## src/rtl/asg_seq_player.sv

```systemverilog
// Multi-segment waveform sequencer for one ASG DAC channel: walks a list of
// RAM windows with fractional steps, then scales and offsets each sample.
`timescale 1ns/1ps

module asg_seq_player #(
    parameter int NSEG   = 4,
    parameter int DAC_DW = 14,
    parameter int RSZ    = 14,
    parameter int FRAC   = 16,
    parameter int CW     = 16,
    localparam int SW    = $clog2(NSEG)
) (
    input  logic              dac_clk_i,
    input  logic              dac_rstn_i,
    input  logic              arm_i,
    input  logic              stop_i,
    input  logic              trig_i,
    input  logic              loop_i,
    input  logic [SW-1:0]     seq_last_i,
    input  logic              cfg_we_i,
    input  logic [SW-1:0]     cfg_seg_i,
    input  logic [2:0]        cfg_field_i,
    input  logic [31:0]       cfg_data_i,
    output logic [RSZ-1:0]    buf_addr_o,
    input  logic [DAC_DW-1:0] buf_rdata_i,
    output logic [DAC_DW-1:0] dac_o,
    output logic              busy_o,
    output logic [SW-1:0]     seg_o,
    output logic              done_o
);
    localparam int PW   = RSZ + FRAC + 1;
    localparam int SUMW = DAC_DW + 3;

    typedef enum logic [1:0] {IDLE, ARMED, RUN, DONE} state_t;
    state_t state, state_next;

    logic        [RSZ-1:0]      dsc_start  [NSEG];
    logic        [RSZ-1:0]      dsc_end    [NSEG];
    logic        [RSZ+FRAC-1:0] dsc_step   [NSEG];
    logic        [CW-1:0]       dsc_cycles [NSEG];
    logic        [DAC_DW-1:0]   dsc_amp    [NSEG];
    logic signed [DAC_DW-1:0]   dsc_off    [NSEG];

    logic [RSZ-1:0]      act_start, act_end, end_eff;
    logic [RSZ+FRAC-1:0] act_step;
    logic [DAC_DW-1:0]   act_amp;
    logic signed [DAC_DW-1:0] act_off;
    logic [CW-1:0]       cnt;
    logic [SW-1:0]       seg, entry_seg;
    logic [PW-1:0]       ptr, p_next;
    logic trig_q, trig_rise, wrap, seg_done, last_seg, seq_end, entry, run_next;
    logic cfg_unused;

    logic                     vld_p0, vld_p1;
    logic [DAC_DW-1:0]        amp_p0;
    logic signed [DAC_DW-1:0] off_p0, off_p1;
    logic signed [DAC_DW+1:0] prod_p1;
    logic signed [SUMW-1:0]   sum_p1;
    logic signed [DAC_DW-1:0] dac_p2;
    logic                     done_q;

    function automatic logic signed [DAC_DW+1:0] scale(input logic signed [DAC_DW-1:0] smp,
                                                       input logic [DAC_DW-1:0] amp);
        logic signed [2*DAC_DW:0] prod;
        prod = (2*DAC_DW+1)'(smp) * $signed({{(DAC_DW+1){1'b0}}, amp});
        return prod[2*DAC_DW:DAC_DW-1];
    endfunction

    function automatic logic signed [DAC_DW-1:0] sat(input logic signed [SUMW-1:0] x);
        logic [SUMW-DAC_DW:0] top;
        logic signed [DAC_DW-1:0] r;
        top = x[SUMW-1:DAC_DW-1];
        if (top == '0 || top == '1)
            r = x[DAC_DW-1:0];
        else if (x[SUMW-1])
            r = {1'b1, {(DAC_DW-1){1'b0}}};
        else
            r = {1'b0, {(DAC_DW-1){1'b1}}};
        return r;
    endfunction

    assign cfg_unused = ^cfg_data_i;

    always_ff @(posedge dac_clk_i or negedge dac_rstn_i) begin
        if (!dac_rstn_i) begin
            for (int i = 0; i < NSEG; i++) begin
                dsc_start[i]  <= '0;
                dsc_end[i]    <= '0;
                dsc_step[i]   <= '0;
                dsc_cycles[i] <= '0;
                dsc_amp[i]    <= '0;
                dsc_off[i]    <= '0;
            end
        end else if (cfg_we_i) begin
            case (cfg_field_i)
                3'd0:    dsc_start[cfg_seg_i]  <= cfg_data_i[RSZ-1:0];
                3'd1:    dsc_end[cfg_seg_i]    <= cfg_data_i[RSZ-1:0];
                3'd2:    dsc_step[cfg_seg_i]   <= cfg_data_i[RSZ+FRAC-1:0];
                3'd3:    dsc_cycles[cfg_seg_i] <= cfg_data_i[CW-1:0];
                3'd4:    dsc_amp[cfg_seg_i]    <= cfg_data_i[DAC_DW-1:0];
                3'd5:    dsc_off[cfg_seg_i]    <= cfg_data_i[DAC_DW-1:0];
                default: ;
            endcase
        end
    end

    // A window completes when the next pointer leaves [start, end] or carries out.
    assign trig_rise = trig_i & ~trig_q;
    assign end_eff   = (act_end < act_start) ? act_start : act_end;
    assign p_next    = ptr + {1'b0, act_step};
    assign wrap      = p_next[PW-1] || (p_next[FRAC +: RSZ] > end_eff);
    assign seg_done  = wrap && (cnt <= CW'(1));
    assign last_seg  = (seg >= seq_last_i);
    assign seq_end   = seg_done && last_seg && !loop_i;
    assign run_next  = (state_next == RUN);
    assign entry     = run_next && ((state != RUN) || seg_done);
    assign entry_seg = ((state != RUN) || last_seg) ? '0 : seg + 1'b1;

    always_comb begin
        state_next = state;
        case (state)
            IDLE:    if (arm_i) state_next = ARMED;
            ARMED:   if (trig_rise) state_next = RUN;
            RUN:     if (seq_end) state_next = DONE;
            DONE:    if (arm_i) state_next = ARMED;
            default: state_next = IDLE;
        endcase
        if (stop_i) state_next = IDLE;
    end

    always_ff @(posedge dac_clk_i or negedge dac_rstn_i) begin
        if (!dac_rstn_i) begin
            state     <= IDLE;
            trig_q    <= 1'b0;
            seg       <= '0;
            ptr       <= '0;
            cnt       <= '0;
            act_start <= '0;
            act_end   <= '0;
            act_step  <= '0;
            done_q    <= 1'b0;
            vld_p0    <= 1'b0;
            vld_p1    <= 1'b0;
            dac_p2    <= '0;
        end else begin
            state  <= state_next;
            trig_q <= trig_i;
            done_q <= (state == RUN) && (state_next == DONE);
            if (!run_next) begin
                seg <= '0;
                ptr <= '0;
                cnt <= '0;
            end else if (entry) begin
                seg       <= entry_seg;
                ptr       <= {1'b0, dsc_start[entry_seg], {FRAC{1'b0}}};
                cnt       <= dsc_cycles[entry_seg];
                act_start <= dsc_start[entry_seg];
                act_end   <= dsc_end[entry_seg];
                act_step  <= dsc_step[entry_seg];
            end else if (wrap) begin
                ptr <= {1'b0, act_start, {FRAC{1'b0}}};
                cnt <= cnt - 1'b1;
            end else begin
                ptr <= p_next;
            end
            // Leaving RUN kills every in-flight sample so dac_o drops at once.
            vld_p0 <= (state == RUN) && run_next;
            vld_p1 <= vld_p0 && run_next;
            dac_p2 <= (vld_p1 && run_next) ? sat(sum_p1) : '0;
        end
    end

    always_ff @(posedge dac_clk_i) begin
        if (entry) begin
            act_amp <= dsc_amp[entry_seg];
            act_off <= dsc_off[entry_seg];
        end
        // p0: address on the RAM, gain/offset ride along with it
        amp_p0  <= act_amp;
        off_p0  <= act_off;
        // p1: RAM data scaled by the segment gain
        prod_p1 <= scale(buf_rdata_i, amp_p0);
        off_p1  <= off_p0;
    end

    // p2: offset added and saturated into the DAC register
    assign sum_p1 = SUMW'(prod_p1) + SUMW'(off_p1);

    assign buf_addr_o = ptr[FRAC +: RSZ];
    assign dac_o      = dac_p2;
    assign busy_o     = (state == RUN);
    assign seg_o      = seg;
    assign done_o     = done_q;

endmodule

```

## config.mk

```make
export PLATFORM = sky130hd
export DESIGN_NAME = asg_seq_player
export DESIGN_NICKNAME = d
export VERILOG_FILES = /design/src/rtl/asg_seq_player.sv
export SDC_FILE = /design/constraint.sdc
export NUM_CORES = 2
export LEC_CHECK = 0
export BUFFER_PORTS_ARGS = -buffer_cell sky130_fd_sc_hd__buf_2
export CAP_MARGIN = 20
export CORE_UTILIZATION = 45
export CTS_CLUSTER_DIAMETER = 80
export DETAILED_ROUTE_END_ITERATION = 6
export SETUP_SLACK_MARGIN = 0.4
export SLEW_MARGIN = 20
export SYNTH_ARGS = -nofsm -noshare
export SYNTH_HDL_FRONTEND = slang
export SYNTH_SLANG_ARGS = --single-unit
```

## constraint.sdc

```tcl
create_clock -name dac_clk_i -period 5.5 [get_ports dac_clk_i]
set_input_delay 1.375 -clock dac_clk_i [delete_from_list [all_inputs] [get_ports dac_clk_i]]
set_output_delay 1.375 -clock dac_clk_i [all_outputs]
set_load 0.05 [all_outputs]
```

## Yosys cells after proc, flatten, opt, wreduce, memory -nomap -nowiden

Cells that the tools add are included.

- Flip-flop bits (word level): 621
- Bits in latches: 0
- Memory bits (writable): 0
- Memory bits (read-only): 0
- Memories kept: 0

- Add/subtract/negate cells: 4
- $mul: 1
- Div/mod/pow operators: 0
- Order comparisons: 7
- Eq/ne operators: 14
- Shifts and indexed selects: 0
- Muxes and demuxes: 48
- Bitwise operators: 4
- Reduce and logical (&&, ||, !) cells: 25

Operator list:

| operator | count |
|---|---|
| bitwise mux 56 bit | 4 |
| two-way mux 14 bit | 13 |
| bitwise mux 120 bit | 1 |
| binary-select mux 14 bit (select 2 bit) | 4 |
| two-way mux 16 bit | 6 |
| two-way mux 31 bit | 3 |
| two-way mux 30 bit | 3 |
| bitwise mux 64 bit | 1 |
| binary-select mux 30 bit (select 2 bit) | 1 |
| demux 30 bit (select 2 bit) | 1 |
| binary-select mux 16 bit (select 2 bit) | 1 |
| demux 16 bit (select 2 bit) | 1 |
| adder 31 x 30 -> 31 bit | 1 |
| multiplier 14 x 15 -> 29 bit | 1 |
| demux 14 bit (select 2 bit) | 1 |
| adder 16 x 14 -> 17 bit | 1 |
| <= comparator 16 x 1 -> 1 bit (second input constant) | 1 |
| subtractor 16 x 1 -> 16 bit (second input constant) | 1 |
| > comparator 14 bit | 1 |
| less-than comparator 14 bit | 1 |
| two-way mux 2 bit | 7 |
| AND reduction 2 bit | 7 |
| logical AND 1 bit | 9 |
| == test 2 bit (second input constant) | 4 |
| 21 further kinds | 29 |

## Longest topological paths before layout

- Word-level depth: 14
- Mapped depth: 25
- Gate-level depth less buffers: 22

## Worst setup path before layout

No wires, ideal clock.

- Path kind: in2reg
- Start: input port buf_rdata_i[2]
- End: register prod_p1[14]
- Data arrival time: 6.584 ns
- Required time: 5.394 ns
- Path slack: -1.190 ns
- Cell stages on the path: 21
- Buffers on the path: 1
- Path through: clkbuf_1 nand2_1 fa_1 inv_1 fa_1 inv_1 fa_1 inv_1 fa_1 fa_1 fa_1 ha_1 a21o_1 a21oi_1 nor2b_1 o31ai_1 a21oi_1 nor2_1 o221ai_1 or4_1 o311ai_0

- Word-level cells in the longest chain between the ends: 1

RTL lines:

| item | line | RTL |
|---|---|---|
| from (decl) | 25 | `input logic [DAC_DW-1:0] buf_rdata_i,` |
| multiplier 14 x 15 -> 29 bit | 65 | `prod = (2*DAC_DW+1)'(smp) * $signed({{(DAC_DW+1){1'b0}}, amp});` |
| to (signal assigned) | 182 | `prod_p1 <= scale(buf_rdata_i, amp_p0);` |
| to (decl) | 57 | `logic signed [DAC_DW+1:0] prod_p1;` |

No other way between the ends.
A chain may end at the register's enable or synchronous reset.

## Worst setup path in the final report

- Start: input port buf_rdata_i[8]
- End: register prod_p1[14]

The elaborated chain is that of the path after synthesis.

==> impl_metrics.py <==
metrics = {
    "floorplan": {
        "rows": 101,
        "core-area_mm2": 0.0761,
        "dieArea_mm2": 0.0782,
        "initial_core_util_pct": 45.6,
        "ios": 92,
        "die_y_um": 280,
        "die_x_um": 280,
    },
    "sta": {
        "hold_ws_ps": 327,
        "tightest_slew_ps": 1070,
        "fin_crit_sh_pct": 111,
        "max_freq_ghz": 0.164,
        "grt_setup_unrepaired": "yes",
        "maxSlewHeadroom_pct": 28.7,
        "period_needed_ps": 6110,
        "slew_violations": 0,
        "hold_violations": 0,
        "finalClockSkew_ps": 30.1,
        "setup_ws_ps": -608,
        "setup_viol": 16,
    },
    "yosys": {
        "netlist_instances": 2751,
        "yosysSeqAreaShare_pct": 44.4,
        "synth_area_mm2": 0.0347,
        "ys_seq_elements": 621,
        "synth_cell_types": 73,
        "syn_area_per_cell_um2": 12.6,
        "synth_edf_count": 28,
        "yosys_warnings": 0,
        "synthArstFlopShare_pct": 86.2,
        "synth_nets": 3138,
        "ys.flop_type": "dfrtp_1",
    },
    "critical_path": {
        "path_buf_inv": 5,
        "critical_path_class": "primary input to register",
        "critPathArrivalTime_ps": 6600,
        "crit_chain": "buf_2 > and2_4 > fa_1 > inv_1 > fa_1 > fa_1 > fa_1 > inv_1 > fa_1 > inv_1 > fa_1 > inv_2 > ha_4 > a21o_1 > a21oi_2 > o31a_1 > a21oi_4 > nor2_4 > o221ai_4 > or4_4 > o311ai_2",
        "crit_path_end_kind": "register",
        "critPathTopFamily": "adder cells",
        "required_ps": 5990,
        "crit_top_cell": "fa_1",
        "startpoint_type": "primary input",
        "worst-path-max-fanout": 5,
        "cpMaxStageDelayCell": "fa_1",
        "cp_slowest_stage_delay_ps": 530,
    },
    "routing": {
        "wl_um": 84800,
        "via_per_inst": 5.49,
        "drc": 0,
        "drt_iter0_drc": 1174,
        "dr.pass1.iters": 5,
        "wl_per_cell_um": 20.9,
        "final_antenna_net_count": 0,
        "vias": 22300,
    },
    "finish": {
        "final_cell_mix": "dfrtp_1 (535), mux2_2 (410), inv_1 (196), ha_1 (170), buf_4 (149)",
        "drive_above_1_share_pct": 38.7,
        "final_util_pct": 55.1,
        "final_cells": 4063,
        "fin_nets": 3363,
        "final_common_cell": "dfrtp_1",
        "synthToLayoutAreaGrowth_pct": 20.8,
    },
    "clocking": {
        "numCtsBuffers": 69,
        "path_clk_slew_ps": 60,
        "hold_buffers": 0,
        "cts-root-buf": "clkbuf_16",
        "clock_path_buffers": 3,
        "clock_latency_ps": 610,
        "cts_tree": "done",
        "cts_htree_levels": 3,
        "clock-sinks": 621,
    },
    "grt": {
        "grt_max_degree": 123,
        "grt_pass1_vias": 24000,
        "grt_pass1_wl_um": 135000,
        "grt-ovfl-total": 0,
        "grt.total_usage_pct": 22.0,
        "antenna_found_initial": 5,
    },
    "worst_hold_path": {
        "hold_class": "register to register",
    },
    "job": {
        "max-cap-violations": 0,
    },
    "outcome": {
        "outcome": "complete, but fails checks",
        "violations": "negative setup slack",
    },
    "place": {
        "place_congestion": 0.860,
        "dp.cells": 3858,
        "io_buffers": 89,
        "post-dp-hpwl_um": 56700,
    },
}
==> final cells by class <==
| type | count | area, um2 |
|---|---|---|
| Fill cell | 6314 | 34200 |
| Timing Repair Buffer | 313 | 3010 |
| Clock buffer | 101 | 2080 |
| Inverter | 203 | 762 |
| Sequential cell | 621 | 15400 |
| Antenna cell | 2 | 5.00 |
| Multi-Input combinational cell | 1768 | 19000 |
| Clock inverter | 25 | 303 |
| Tap cell | 1030 | 1290 |
==> per-layer routing <==
layer	wire [um]	vias up	global-route usage (%)
met3	3000	129	2.78
met4	1980	2	5.44
met1	38200	11700	30.5
li1	-	10100	-
met2	41600	438	36.8
met5	7	-	0
==> sequential cells by signal (all words and copies together), names as in the netlist, 16 cells and up <==
name	cells
dsc_step	120
dsc_start	56
dsc_off	56
dsc_cycles	64
ptr	31
act_step	30
cnt	16
dsc_end	56
dsc_amp	56
prod_p1	16
==> Yosys cell counts, types with 10 or more instances <==
master,number,share of area [%]
inv_1,203,2.2
mux2i_1,27,0.78
and2_1,90,1.6
nor4_1,12,0.22
dfrtp_1,535,39
nand2b_1,26,0.47
a21oi_1,77,1.1
a32o_1,14,0.40
clkbuf_1,112,1.2
nor3_1,38,0.55
o21ai_1,11,0.16
and3_1,14,0.25
o21ai_0,63,0.91
ha_1,184,6.6
xnor2_1,31,0.78
buf_4,14,0.30
xor2_1,19,0.48
fa_1,143,8.3
nor2_1,82,0.89
mux4_2,102,6.6
mux2_2,465,15
dfxtp_1,58,3.3
edfxtp_1,28,2.4
a211oi_1,16,0.35
nand3_1,34,0.49
or3_1,10,0.18
nand2_1,153,1.7
nor2b_1,21,0.38
buf_1,24,0.26
a21o_1,27,0.58
o21a_1,22,0.48
==> per-stage QoR <==
| step | cell area (um2) | setup TNS [ps] | setup slack [ps] |
|---|---|---|---|
| after global placement | 37100 | -19040 | -1450 |
| final | 41900 | -6350 | -608 |
| after floorplan | 34800 | -10110 | -923 |
| after global routing | 41900 | -8140 | -727 |
| after CTS | 40800 | -5720 | -583 |
| after detailed placement | 37100 | -27370 | -1560 |
==> worst register-to-register path, delay by kind of cell (launching register included) <==
| family | cells | cell delay, ps |
|---|---|---|
| adders and majority gates | 7 | 3080 |
| buffers and inverters | 5 | 490 |
| DFF | 1 | 630 |
| AOI/OAI and AO/OA | 6 | 890 |
| and+or+nand+nor | 3 | 730 |
==> final timing paths <==
check	startpoint	to	slack [ps]	depth (start not counted)
max	buf_rdata_i[8]	prod_p1[14]	-610	21
min	off_p0[1]	off_p1[1]	330	0
max reg2reg	amp_p0[5]	prod_p1[14]	-420	21
min reg2reg	off_p0[1]	off_p1[1]	330	0
max in group asynchronous	dac_rstn_i	dsc_off[21]	3540	2
min in group asynchronous	dac_rstn_i	dsc_step[105]	780	1
==> kinds of logic (layout without fill, tap and decap cells) <==
| family | after synthesis | in the layout | synth area share, % |
|---|---|---|---|
| flops | 621 | 621 | 44.4 |
| mux | 596 | 596 | 22.6 |
| simple gates | 508 | 508 | 7.33 |
| buf+inv | 363 | 642 | 4.21 |
| fa+ha+maj | 327 | 327 | 14.9 |
| compound gates | 285 | 286 | 5.32 |
| xor+xnor | 50 | 50 | 1.26 |
| other cells | 1 | 3 | 0.0108 |
==> timing repair <==
action | CTS | global route
setup endpoints to repair | 168 | 168
pin swaps | 61 | 74
gates resized for setup | 184 | 165
cloned | 9 | 8
setup buffers | 36 | 23
Power is not shown: default switching activity piles up to over one toggle a cycle in this logic, so the estimate is an artifact.
